$ cat src/rtl/arf192b080e1r1w0cbbehbaa4acw_gclk_rcb_ctrl_nch.sv
// Regional clock buffer controller: per-channel gated RCB clocks with
// idle hysteresis and staggered round-robin wake-up arbitration.

module arf192b080e1r1w0cbbehbaa4acw_rcb_and (
  input  logic clkb,
  input  logic en,
  input  logic fd,
  input  logic rd,
  output logic clkout
);
  logic enLat;
  logic lcpUnused;

  // fd/rd only tune edge placement in the physical cell
  assign lcpUnused = fd ^ rd;

  always_latch begin
    if (!clkb) enLat <= en;
  end

  assign clkout = clkb & enLat;
endmodule

module arf192b080e1r1w0cbbehbaa4acw_gclk_rcb_ctrl_nch #(
  parameter int NUM_CH   = 4,
  parameter int HYST_CNT = 8,
  parameter int HYST_W   = $clog2(HYST_CNT + 1),
  parameter int STAGGER  = 2
) (
  input  logic              CkGridX1N,
  input  logic              Rst,
  input  logic [NUM_CH-1:0] RPEn,
  input  logic [NUM_CH-1:0] RPOvrd,
  input  logic              FscanClkUngate,
  input  logic [NUM_CH-1:0] Fd,
  input  logic [NUM_CH-1:0] Rd,
  output logic [NUM_CH-1:0] CkRcbX1N,
  output logic [NUM_CH-1:0] RcbOn,
  output logic [NUM_CH-1:0] WakePend
);
  localparam int CW = (HYST_W < 1) ? 1 : HYST_W;
  localparam int SW = (STAGGER > 1) ? $clog2(STAGGER) : 1;
  localparam int PW = (NUM_CH > 1) ? $clog2(NUM_CH) : 1;
  localparam logic [CW-1:0] HYST_LOAD =
    CW'((HYST_CNT > 0) ? HYST_CNT - 1 : 0);
  localparam logic [SW-1:0] STAG_LOAD = SW'(STAGGER - 1);

  typedef enum logic [1:0] {
    OFF,
    PEND,
    ON,
    HYST
  } stateT;

  stateT             st     [NUM_CH];
  stateT             stNxt  [NUM_CH];
  logic [CW-1:0]     cnt    [NUM_CH];
  logic [CW-1:0]     cntNxt [NUM_CH];
  logic [PW-1:0]     ptr;
  logic [PW-1:0]     ptrNxt;
  logic [SW-1:0]     stag;
  logic [SW-1:0]     stagNxt;
  logic [NUM_CH-1:0] dmd;
  logic [NUM_CH-1:0] req;
  logic [NUM_CH-1:0] gnt;
  logic [NUM_CH-1:0] onNxt;
  logic [NUM_CH-1:0] pendNxt;
  logic              found;
  int                gntIdx;
  int                arbIdx;

  assign dmd = RPEn | RPOvrd;

  always_comb begin
    for (int i = 0; i < NUM_CH; i++) begin
      req[i] = dmd[i] & ~RPOvrd[i]
             & ((st[i] == OFF) | (st[i] == PEND));
    end
  end

  // Round-robin search starting at ptr, only once the stagger gap expires
  always_comb begin
    gnt    = '0;
    found  = 1'b0;
    gntIdx = 0;
    arbIdx = 0;
    if (stag == '0) begin
      for (int k = 0; k < NUM_CH; k++) begin
        arbIdx = int'(ptr) + k;
        if (arbIdx >= NUM_CH) arbIdx = arbIdx - NUM_CH;
        if (!found && req[arbIdx]) begin
          found       = 1'b1;
          gntIdx      = arbIdx;
          gnt[arbIdx] = 1'b1;
        end
      end
    end
  end

  always_comb begin
    ptrNxt  = ptr;
    stagNxt = stag;
    if (stag != '0) stagNxt = stag - 1'b1;
    if (found) begin
      ptrNxt  = (gntIdx == NUM_CH - 1) ? '0 : PW'(gntIdx + 1);
      stagNxt = STAG_LOAD;
    end
  end

  always_comb begin
    for (int i = 0; i < NUM_CH; i++) begin
      stNxt[i]  = st[i];
      cntNxt[i] = cnt[i];
      unique case (st[i])
        OFF: begin
          if (RPOvrd[i] || gnt[i]) stNxt[i] = ON;
          else if (req[i]) stNxt[i] = PEND;
        end
        PEND: begin
          if (RPOvrd[i]) stNxt[i] = ON;
          else if (!dmd[i]) stNxt[i] = OFF;
          else if (gnt[i]) stNxt[i] = ON;
        end
        ON: begin
          if (!dmd[i]) begin
            if (HYST_CNT == 0) begin
              stNxt[i] = OFF;
            end else begin
              stNxt[i]  = HYST;
              cntNxt[i] = HYST_LOAD;
            end
          end
        end
        HYST: begin
          if (dmd[i]) stNxt[i] = ON;
          else if (cnt[i] == '0) stNxt[i] = OFF;
          else cntNxt[i] = cnt[i] - 1'b1;
        end
        default: stNxt[i] = OFF;
      endcase
      onNxt[i]   = (stNxt[i] == ON) || (stNxt[i] == HYST);
      pendNxt[i] = (stNxt[i] == PEND);
    end
  end

  always_ff @(posedge CkGridX1N or posedge Rst) begin
    if (Rst) begin
      for (int i = 0; i < NUM_CH; i++) begin
        st[i]  <= OFF;
        cnt[i] <= '0;
      end
      ptr      <= '0;
      stag     <= '0;
      RcbOn    <= '0;
      WakePend <= '0;
    end else begin
      for (int i = 0; i < NUM_CH; i++) begin
        st[i]  <= stNxt[i];
        cnt[i] <= cntNxt[i];
      end
      ptr      <= ptrNxt;
      stag     <= stagNxt;
      RcbOn    <= onNxt;
      WakePend <= pendNxt;
    end
  end

  for (genvar g = 0; g < NUM_CH; g++) begin : gRcb
    arf192b080e1r1w0cbbehbaa4acw_rcb_and uRcbAnd (
      .clkb  (CkGridX1N),
      .en    (RcbOn[g] | FscanClkUngate),
      .fd    (Fd[g]),
      .rd    (Rd[g]),
      .clkout(CkRcbX1N[g])
    );
  end
endmodule

$ cat config.mk
export PLATFORM = sky130hd
export DESIGN_NAME = arf192b080e1r1w0cbbehbaa4acw_gclk_rcb_ctrl_nch
export DESIGN_NICKNAME = d
export VERILOG_FILES = /design/src/rtl/arf192b080e1r1w0cbbehbaa4acw_gclk_rcb_ctrl_nch.sv
export SDC_FILE = /design/constraint.sdc
export NUM_CORES = 1
export LEC_CHECK = 0
export CORE_ASPECT_RATIO = 0.75
export CORE_MARGIN = 2
export CORE_UTILIZATION = 56
export CTS_CLUSTER_SIZE = 12
export DETAILED_ROUTE_END_ITERATION = 8
export GPL_ROUTABILITY_DRIVEN = 1
export PLACE_DENSITY = 0.91
export SKIP_LAST_GASP = 1
export SYNTH_ARGS = -nofsm -noshare
export SYNTH_HDL_FRONTEND = slang
export SYNTH_SLANG_ARGS = --single-unit
$ cat constraint.sdc
create_clock -name CkGridX1N -period 3.7 [get_ports CkGridX1N]
set_input_delay 0.555 -clock CkGridX1N [delete_from_list [all_inputs] [get_ports CkGridX1N]]
set_output_delay 0.555 -clock CkGridX1N [all_outputs]
set_load 0.03 [all_outputs]
# After elaboration in Yosys (flattened, before gate mapping)

Index checks and enable logic that the tools add are counted.

Register bits: 35
Latch bits: 4
RAM bits: 0
ROM bits: 0
Bits of input ports: 19
Output and inout bits: 12
Word-level logic and storage cells: 248
Memories: 0

Add/sub/neg operators: 13
Multiply operators: 0
Div/mod/pow operators: 0
Magnitude comparators: 12
Equality and inequality tests: 37
Shift operators: 0
Multiplexer cells: 108
Bitwise gates (word level): 28
Reduce and logical (&&, ||, !) cells: 34

Operators with widths:

| operator            | count |
|---|---|
| $mux 32             | 13 |
| $ge 32x1->1 const B | 4 |
| $lt 32x4->1 const B | 4 |
| $mux 4              | 20 |
| $mux 2              | 33 |
| $eq 2x2->1 const B  | 16 |
| $eq 32x3->1 const B | 1 |
| $pmux 2 s4          | 4 |
| $pmux 4 s2          | 4 |
| $mux 1              | 26 |
| $ne 2x2->1 const B  | 12 |
| $eq 2x1->1 const B  | 8 |
| $logic_not 4->1     | 4 |
| $or 4x4->4          | 4 |
| $reduce_and 4->1    | 4 |
| $sub 4x1->4 const B | 4 |
| $and 1x1->1         | 12 |
| $sub 3x3->4 const B | 3 |
| $ge 3x3->1 const B  | 3 |
| $bmux 1 s2          | 4 |
| $demux 1 s2         | 4 |
| $logic_not 2->1     | 4 |
| $logic_or 1x1->1    | 8 |
| $or 1x1->1          | 8 |
| other kinds (10)    | 25 |

# Logic depth before layout (Yosys ltp)

Depth after elaboration: 26
Gate-level depth with buffers: 13
Gate-level depth less buffers: 11

# By module

Synthesis repeated with hierarchy kept, for this count alone.

Cells, all modules: 241
Area, all modules: 2207.1 µm²

By module, submodules not included:

| module                                         | times used | cells an instance | area each (µm²) | seq. area each (µm²) |
|---|---|---|---|---|
| arf192b080e1r1w0cbbehbaa4acw_gclk_rcb_ctrl_nch | 1          | 233               | 2122.0          | 775.7 |
| arf192b080e1r1w0cbbehbaa4acw_rcb_and           | 4          | 2                 | 21.3            | 0.0 |

==> results.md <==
Status:
- The flow ran to the end, and the final reports show no timing, DRC or antenna violations.

GRT:
- The wire length of the first global-routing pass is 10200 um.
- Entering global routing, the biggest net connects 32 pins.
- The number of global-route vias before repair is 2257.
- The total overflow left after global routing is 0.
- The initial antenna violation count is 0.
- The global-route usage over all layers is 26.6%.

Yosys:
- The proportion of netlist area held by the largest area contributor is 30.5%.
- The post-synthesis cell type count is 62.
- The biggest area consumer among synthesized cells is dfrtp_1.
- The post-synthesis async set-or-reset flop share is 88.6%.
- The flip-flop and latch count after synthesis is 35.
- The number of warnings issued by yosys is 0.
- A synthesized cell averages 9.23 um2.
- The number of standard cells after synthesis is 276.
- The number of enable flip-flop cells after synthesis is 0.
- Yosys attributes the largest share of cell area to dfrtp_1, ha_1, a21oi_1, nor2_1, mux4_2.
- Among all flip-flop cells after synthesis, the most frequent one is dfrtp_1.
- The number of nets handed over by synthesis was 308.
- The synthesized area is 2550 um2.

Drt:
- The routed design uses 2780 um of met2 wire.
- The routed design uses 421 um of met3 wire.
- The number of routed nets with antenna violations is 0.
- The total number of vias is 2312.
- The DRC violation count after routing is 0.
- After detailed routing, no signal wire sits above met4.
- The average wire length per cell after detail routing is 16.6 um.
- Wires add up to 5950 um.
- The first-pass detailed-route iteration total is 4.
- Using the TritonRoute via totals, the vias-per-cell ratio works out to 6.44.
- After the first detailed-routing iteration, the DRC count stood at 232.
- After detailed routing, the wire length on met1 is 2580 um.

Setup path:
- The startpoint of the most critical register-to-register path is ptr[0].
- The worst register-to-register path ends at ptr[1].
- In this run the worst path has a maximum fanout of 1.
- The critical path data required time is 3140 ps.
- Counting cells, the worst reg-to-reg path comes to 11.
- The worst setup path is launched from a latch.
- The critical path is of the latch2out type.
- The endpoint type of the worst setup path is a primary output.
- In this run the register-to-register setup slack is 550 ps.
- At the worst endpoint, the arrival time is 3080 ps.

Power and ir drop:
- The analysis attributes to net switching a power of 0.554 mW.
- The proportion of power drawn by flip-flops and latches is 29.5%.
- The clock share of power is 45.8%.
- The total power per unit cell area is 499 nW/um2.
- The worst IR drop on VDD is 0.475 mV.
- The leakage power of the design is 1.24 nW.
- Per report_power, the combinational group accounts for 24.8% of the total.
- The internal power of the cells totals 0.921 mW.
- The switching share of total power is 37.6%.

Timing:
- The transition time at the pin with the least slew margin is 664 ps.
- Setup repair after global routing left no endpoint under its margin.
- Setup violations remaining at the end of the flow were counted as 0.
- The number of max-slew violations in the final report is 0.
- The count of endpoints failing hold in the final timing report is 0.
- The sum of negative setup slack is 0 ps.
- For the final database, setup skew stands at 4.69 ps.
- The worst slew margin relative to its limit is 55.3%.
- The worst setup slack after layout is 68.2 ps.

Floorplanning:
- In this run the core area contains 21 standard-cell rows.
- From bottom edge to top edge, the die measures 62.4 um.
- The die extent in x is 81.9 um.
- In this run the count of I/O pins placed on the die edge is 31.
- Once the floorplan was initialized, standard cells occupied 57.7% of the core.
- The floorplan step defined a die boundary enclosing 5110 um2.
- The placeable core area is 4410 um2.

Hold path:
- The worst hold endpoint is cnt[4].
- The start point of the worst hold path is cnt[4].
- The cell depth of the worst hold path is 1.
- The class of the most critical hold timing path is reg2reg.

Run:
- The total of max-cap violations is 0.

Clocking:
- TritonCTS built the clock tree.
- Clock-pin slew was measured on the worst setup and hold paths at 80 ps.
- The insertion delay to the later sink of the worst-skew pair is 410 ps.
- The hold-fix buffer count after cts is 0.

Layout:
- The finished cells cover 2960 um2.
- The library cell used most frequently in the layout, excluding fill and tap cells, is dfrtp_1.
- In the layout the commonest cells are dfrtp_1, nor2_1, a21oi_1, clkdlybuf4s50_1, inv_1.
- The final layout contains 332 nets.
- The share of post-route cells with drive strength above 1 is 15.2%.
- The number of antenna cells inserted is 0.
- The area added between synthesis and finish is 16.3%.

Placement:
- The wire-length estimate of the detail-placed layout is 4030 um.
- The placer congestion estimate is 0.890.
- During placement, the flow inserted port buffers numbering 22.
- The instance area after placement is 2790 um2.
- At the placement stage, the worst setup path has a slack of 149 ps.
[critical path, stage by stage, from the launching register on]
cell	delay (ps)
dlxtn_1	400
and2_1	120
clkdlybuf4s15_2	290
[power by group through the flow]
stage,sequential (mW),combinational (mW),clock (mW)
floorplan,0.442,0.262,0.191
global placement,0.437,0.346,0.208
detailed placement,0.440,0.356,0.208
CTS,0.433,0.359,0.693
global route,0.438,0.404,0.710
finish,0.435,0.365,0.676
[logic make-up after synthesis]
| group | count (synthesis) | share of synthesized area (%) |
|---|---|---|
| AND/OR/NAND/NOR | 100 | 22.9 |
| AO/OA/AOI/OAI | 82 | 23.7 |
| buffers and inverters | 35 | 7.03 |
| flip-flops | 31 | 30.5 |
| adder cells (fa/ha/maj) | 13 | 6.39 |
| multiplexers | 11 | 7.13 |
| latches | 4 | 2.36 |
[cell type report]
type	instances	area [um2]
Multi-Input combinational cell	206	1530
Clock buffer	14	166
Tap cell	57	71.3
Timing Repair Buffer	27	248
Fill cell	323	1450
Clock inverter	3	43.8
Inverter	17	63.8
Sequential cell	35	836
[through the flow]
stage | power [mW] | utilization, % | hold slack [ps] | cells
finish | 1.48 | 67.1 | 483 | 359
global route | 1.55 | 67.1 | 499 | 359
CTS | 1.49 | 67.2 | 485 | 359
detailed placement | 1.00 | 63.2 | 476 | 346
global placement | 0.991 | 63.2 | 454 | 346
floorplan | 0.895 | - | 440 | 276
[Yosys cell counts (4+ instances only)]
cell,count
clkbuf_1,6
buf_4,8
o21ai_0,7
or2_2,5
nand3_1,5
nand2b_1,4
nor3b_1,7
nor3_1,4
nor2_1,22
dlxtn_1,4
o211ai_1,6
nand2_1,16
mux2i_1,5
nor4_1,5
dfrtp_1,31
a31oi_1,6
o31ai_1,4
nand3b_1,4
a21oi_1,18
inv_1,17
and2_1,6
ha_1,13
[per-layer routing]
layer,GRT usage [%],vias up
li1,-,1082
met1,35.2,1113
met2,37.6,100
met3,7.51,17
met4,17.7,0
met5,0,-
[sequential cells by signal (all words and copies together), names as in the netlist]
name,cells
ptr,2
gRcb.uRcbAnd.enLat,4
stag,1
st,8
WakePend,4
cnt,16
[worst max path at each step]
stage	startpoint	endpoint	slack, ps	cells after the start
floorplan	ptr[0]	ptr[1]	530	13
global placement	gRcb[1].uRcbAnd.enLat	CkRcbX1N[1]	170	2
CTS	gRcb[3].uRcbAnd.enLat	CkRcbX1N[3]	6	2
finish	gRcb[1].uRcbAnd.enLat	CkRcbX1N[1]	70	2
detailed placement	gRcb[0].uRcbAnd.enLat	CkRcbX1N[0]	150	2
global route	gRcb[0].uRcbAnd.enLat	CkRcbX1N[0]	40	2
[what timing repair did]
item                       in CTS  in global routing
gates resized for setup        11                  1
setup endpoints to repair       8                  2
setup buffers                   0                  0
(Power assumes the default switching activity.)
